### src/rtl/serial_arith_pkg.sv
// rtl/serial_arith_pkg.sv - shared state, op encodings and carry helper for the serial adder
package serial_arith_pkg;

    typedef enum logic [1:0] {
        ST_IDLE  = 2'd0,
        ST_SHIFT = 2'd1,
        ST_DONE  = 2'd2
    } state_t;

    localparam logic OP_ADD = 1'b0;
    localparam logic OP_SUB = 1'b1;

    // Majority of three: the carry produced by a full adder.
    function automatic logic maj3(input logic x, input logic y, input logic z);
        return (x & y) | (x & z) | (y & z);
    endfunction

endpackage

### src/rtl/serial_add_cell.sv
// rtl/serial_add_cell.sv - 1-bit full-adder cell with a registered carry
module serial_add_cell
    import serial_arith_pkg::*;
(
    input  logic clk,
    input  logic reset,
    input  logic load,
    input  logic load_val,
    input  logic enable,
    input  logic a,
    input  logic b,
    output logic s,
    output logic c
);

    // Carry register: load seeds the carry-in (1 for subtraction), enable advances one bit.
    always_ff @(posedge clk) begin
        if (reset) begin
            c <= 1'b0;
        end else if (load) begin
            c <= load_val;
        end else if (enable) begin
            c <= maj3(a, b, c);
        end
    end

    assign s = a ^ b ^ c;

endmodule

### src/rtl/serial_add_sequencer.sv
// rtl/serial_add_sequencer.sv - sequences W-bit add/subtract through a bit-serial carry cell
module serial_add_sequencer
    import serial_arith_pkg::*;
#(
    parameter int W = 8
) (
    input  logic         clk,
    input  logic         reset,
    input  logic         start,
    input  logic         sub,
    input  logic [W-1:0] op_a,
    input  logic [W-1:0] op_b,
    output logic         ready,
    output logic         busy,
    output logic         done,
    output logic [W-1:0] result,
    output logic         carry_out,
    output logic         overflow
);

    localparam int CW = (W > 1) ? $clog2(W) : 1;

    state_t          state;
    state_t          state_next;
    logic [W-1:0]    a_sh;
    logic [W-1:0]    b_sh;
    logic [CW-1:0]   cnt;
    logic            last_bit;
    logic            cell_load;
    logic            cell_en;
    logic            s;
    logic            c;
    logic            carry_next;

    assign last_bit   = (cnt == CW'(W - 1));
    // Carry that the cell will hold after this cycle's bit; on the MSB it is the carry out.
    assign carry_next = maj3(a_sh[0], b_sh[0], c);

    serial_add_cell u_cell (
        .clk      (clk),
        .reset    (reset),
        .load     (cell_load),
        .load_val (sub),
        .enable   (cell_en),
        .a        (a_sh[0]),
        .b        (b_sh[0]),
        .s        (s),
        .c        (c)
    );

    // State register.
    always_ff @(posedge clk) begin
        if (reset) begin
            state <= ST_IDLE;
        end else begin
            state <= state_next;
        end
    end

    // Next-state and per-state strobes.
    always_comb begin
        state_next = state;
        ready      = 1'b0;
        busy       = 1'b0;
        done       = 1'b0;
        cell_load  = 1'b0;
        cell_en    = 1'b0;
        case (state)
            ST_IDLE: begin
                ready = 1'b1;
                if (start) begin
                    cell_load  = 1'b1;
                    state_next = ST_SHIFT;
                end
            end
            ST_SHIFT: begin
                busy    = 1'b1;
                cell_en = 1'b1;
                if (last_bit) begin
                    state_next = ST_DONE;
                end
            end
            ST_DONE: begin
                busy       = 1'b1;
                done       = 1'b1;
                state_next = ST_IDLE;
            end
            default: begin
                state_next = ST_IDLE;
            end
        endcase
    end

    // Operand shift registers, bit counter, result assembly and flag capture.
    always_ff @(posedge clk) begin
        if (reset) begin
            a_sh      <= '0;
            b_sh      <= '0;
            cnt       <= '0;
            result    <= '0;
            carry_out <= 1'b0;
            overflow  <= 1'b0;
        end else begin
            case (state)
                ST_IDLE: begin
                    if (start) begin
                        a_sh <= op_a;
                        b_sh <= (sub == OP_SUB) ? ~op_b : op_b;
                        cnt  <= '0;
                    end
                end
                ST_SHIFT: begin
                    result <= {s, result[W-1:1]};
                    a_sh   <= a_sh >> 1;
                    b_sh   <= b_sh >> 1;
                    if (last_bit) begin
                        // c is the carry into the MSB here, carry_next the carry out of it.
                        carry_out <= carry_next;
                        overflow  <= c ^ carry_next;
                    end else begin
                        cnt <= cnt + CW'(1);
                    end
                end
                default: begin
                end
            endcase
        end
    end

endmodule

### config.mk
export PLATFORM = sky130hd
export DESIGN_NAME = serial_add_sequencer
export DESIGN_NICKNAME = d
export VERILOG_FILES = /design/src/rtl/serial_arith_pkg.sv /design/src/rtl/serial_add_cell.sv /design/src/rtl/serial_add_sequencer.sv
export SDC_FILE = /design/constraint.sdc
export NUM_CORES = 1
export LEC_CHECK = 0
export BUFFER_PORTS_ARGS = -buffer_cell sky130_fd_sc_hd__buf_2
export CORE_MARGIN = 1.5
export CORE_UTILIZATION = 56
export CTS_BUF_LIST = sky130_fd_sc_hd__clkbuf_16
export CTS_CLUSTER_DIAMETER = 30
export DETAILED_ROUTE_END_ITERATION = 10
export PLACE_DENSITY = 0.89
export SLEW_MARGIN = 30
export SYNTH_ARGS = -nofsm -noshare
export SYNTH_HDL_FRONTEND = slang
export SYNTH_SLANG_ARGS = --single-unit
export TNS_END_PERCENT = 30
### constraint.sdc
create_clock -name clk -period 3.7 [get_ports clk]
set_clock_uncertainty 0.05 [all_clocks]
set_input_delay 0 -clock clk [delete_from_list [all_inputs] [get_ports clk]]
set_output_delay 0 -clock clk [all_outputs]
set_load 0.05 [all_outputs]
==> results.md <==
* Post-Place Setup Slack at 1.76 ns
* Worst setup margin at about 1.7 ns
* Post-route design area at about 1900 um^2
* Initial antenna violation count at 0
* FF-to-FF Start: state[1]
* ANT nets after route at 0
* Yosys warning total at 0
* Hold Path Class: input port to register
* Grt total ovfl at 0
* Startpoint Class: register
* Routed vias/inst at between 5 and 6
* H-tree depth at 2
* Reg2Reg Setup Slack at ~1.7 ns
* Syn Area/Cell at 9.37 um^2
* Number of global-route vias before repair at approximately 1200
* Min Tclk post-route at around 2 ns
* FMAX at 508 MHz
* HPWL after detailed placement at about 2.3 mm
* Leakage at 0.000784 uW
* Worst reg2reg path depth at 6
* Outcome: finished, final reports clean
* Most frequent cells in the layout: 32 x dfxtp_1, 32 x buf_2, 19 x nor2_1
* Worst hold start: op_a[5]
* Clk buf depth at 2
* Count of final hold-check violations at 0
* DRC viols at 0
* Crit Path Category: register to register
* Final Util at 0.724
* Largest net degree at the start of global routing at 32
* CTS Buf Count at 5
* Synth unique cells at 31
* Post-Syn Instances at roughly 170
* Setup-failing EPs final at 0
* Maximum VDD drop at roughly 0.58 mV
* Number of detailed-route iterations in the first pass at 4
* Crit path DAT at about 2.1 ns
* Setup crit start: state[1]
* RSZ-0062 raised after global routing: false
* CP max FO at 30
* Slew HR at 0.623
* Core Area at 2570 um^2
* Clock sink count at 32
* Drt wl/cell at between 10 and 15 um
* All-Layer GR Usage at 0.225
* Die span in y at about 56 um
* P per Cell Area at about 530 nW/um^2
* # rows at 18
* Setup TNS at 0 ns
* DRT iter0 DRCs at 28
* Least-Margin Pin Slew at 0.566 ns
* Number of I/O port buffers at 32
* Die width at 55.9 um
* FF+latch count, synth at 32
* # diodes at 0
* Top Ports at 33
* RePlAce Congestion at 0.734
* Post-DP Area at 1710 um^2
* Max Cap Viol at 0
* Routed WL at between 3 and 4 mm
* Crit end category: register
* Cell area after synthesis at about 1600 um^2
* Period utilization at 0.532
* Vias at about 1300
* Worst hold margin at ~0.011 ns
* P&R area growth vs syn at 18.7%
* PostCTS Resize Cnt at 0
* Hold Path Depth at 3
* Syn_nets at 195
* CP required at 3.83 ns
* Share of post-route cells with drive strength above 1 at 0.223
* Max Slew Vio Count at 0
* Global-route wire length before repair at between 5 and 6 mm
* Seq/Total Area, Yosys at 0.409
* CTS tree: built
* Worst skew pair latency at between 0.2 and 0.3 ns
* Root buf cell: clkbuf_16
* Fin nets at between 200 and 250
* Die area at around 3100 um^2
* Clock Pin Slew Worst Setup and Hold Paths at 0.05 ns
* Initial core utilization at 0.610
-- cell usage after synthesis --
library cell	count	area, um^2
nand2b_1	10	62.6
nand3_1	1	5.00
xnor2_1	2	17.5
buf_2	3	15.0
a211oi_1	9	67.6
buf_1	1	3.75
ha_1	7	87.6
xor2_1	7	61.3
nand3b_1	1	7.51
fa_1	1	20.0
and2_1	1	6.26
clkbuf_1	4	15.0
or3_1	1	6.26
buf_4	3	22.5
mux2i_2	1	13.8
o21ai_0	2	10.0
mux2i_1	16	160
a21oi_1	12	60.1
clkbuf_2	1	5.00
nor2_1	19	71.3
nand2_1	13	48.8
o31ai_1	2	15.0
a21o_1	1	7.51
inv_1	3	11.3
or3_4	1	11.3
dfxtp_1	32	641
o211ai_1	7	52.6
nor2b_4	1	13.8
mux2_2	1	11.3
o311ai_0	3	26.3
nand4b_1	1	8.76
-- kinds of logic (layout without fill, tap and decap cells) --
logic type	after synthesis	count (layout)	share of synthesized area
compound gates	36	36	0.153
xor+xnor	9	9	0.0504
fa+ha+maj	8	8	0.0687
buf+inv	15	45	0.0464
flops	32	32	0.409
mux	18	18	0.118
simple gates	49	49	0.154
-- routing by layer --
metal	GRT usage	share of wire	up-vias
li1	-	-	637
met1	0.270	0.42	619
met2	0.354	0.50	34
met3	0.0581	0.048	8
met4	0.150	0.026	0
met5	0	0	-
-- flip-flops by register name, summed over array words and instances, names as in the netlist --
signal and count:
a_sh 8, b_sh 8, result 8, cnt 3
state 2, carry_out 1, overflow 1, u_cell.c 1
-- area by class of cell --
cell class | count | area [um^2]
inverter | 3 | 11.3
sequential | 32 | 641
multi-input combinational | 120 | 852
fill | 191 | 709
timing repair buffer | 34 | 178
clock buffer | 5 | 125
clock inverter | 3 | 13.8
tap | 30 | 37.5
-- report_power, final --
part | internal (uW) | switching (uW)
Clock | 244 | 143
Sequential | 376 | 18.2
Combinational | 84.8 | 127
-- path summary, 6_finish.rpt --
| path | end |
|---|---|
| max | a_sh[2] |
| min | a_sh[5] |
| max reg2reg | a_sh[2] |
| min reg2reg | b_sh[3] |
-- metrics by stage --
stage / power (uW) / std cells
final: 993 / 227
after global placement: 594 / 218
after global routing: 1030 / 227
after detailed placement: 609 / 218
after floorplan: 568 / 167
after CTS: 996 / 227
-- critical path: stages (launching register included) --
cell and delay (ns):
dfxtp_1 0.33, inv_1 0.13, ha_1 0.18, buf_4 0.34
mux2_2 0.49, nor2_1 0.10, a211oi_1 0.25
-- repair_timing --
item,CTS,global route
hold buffers,1,0
hold endpoints to repair,1,0
buffers inserted,0,0
Power figures use the tool's default switching activity.
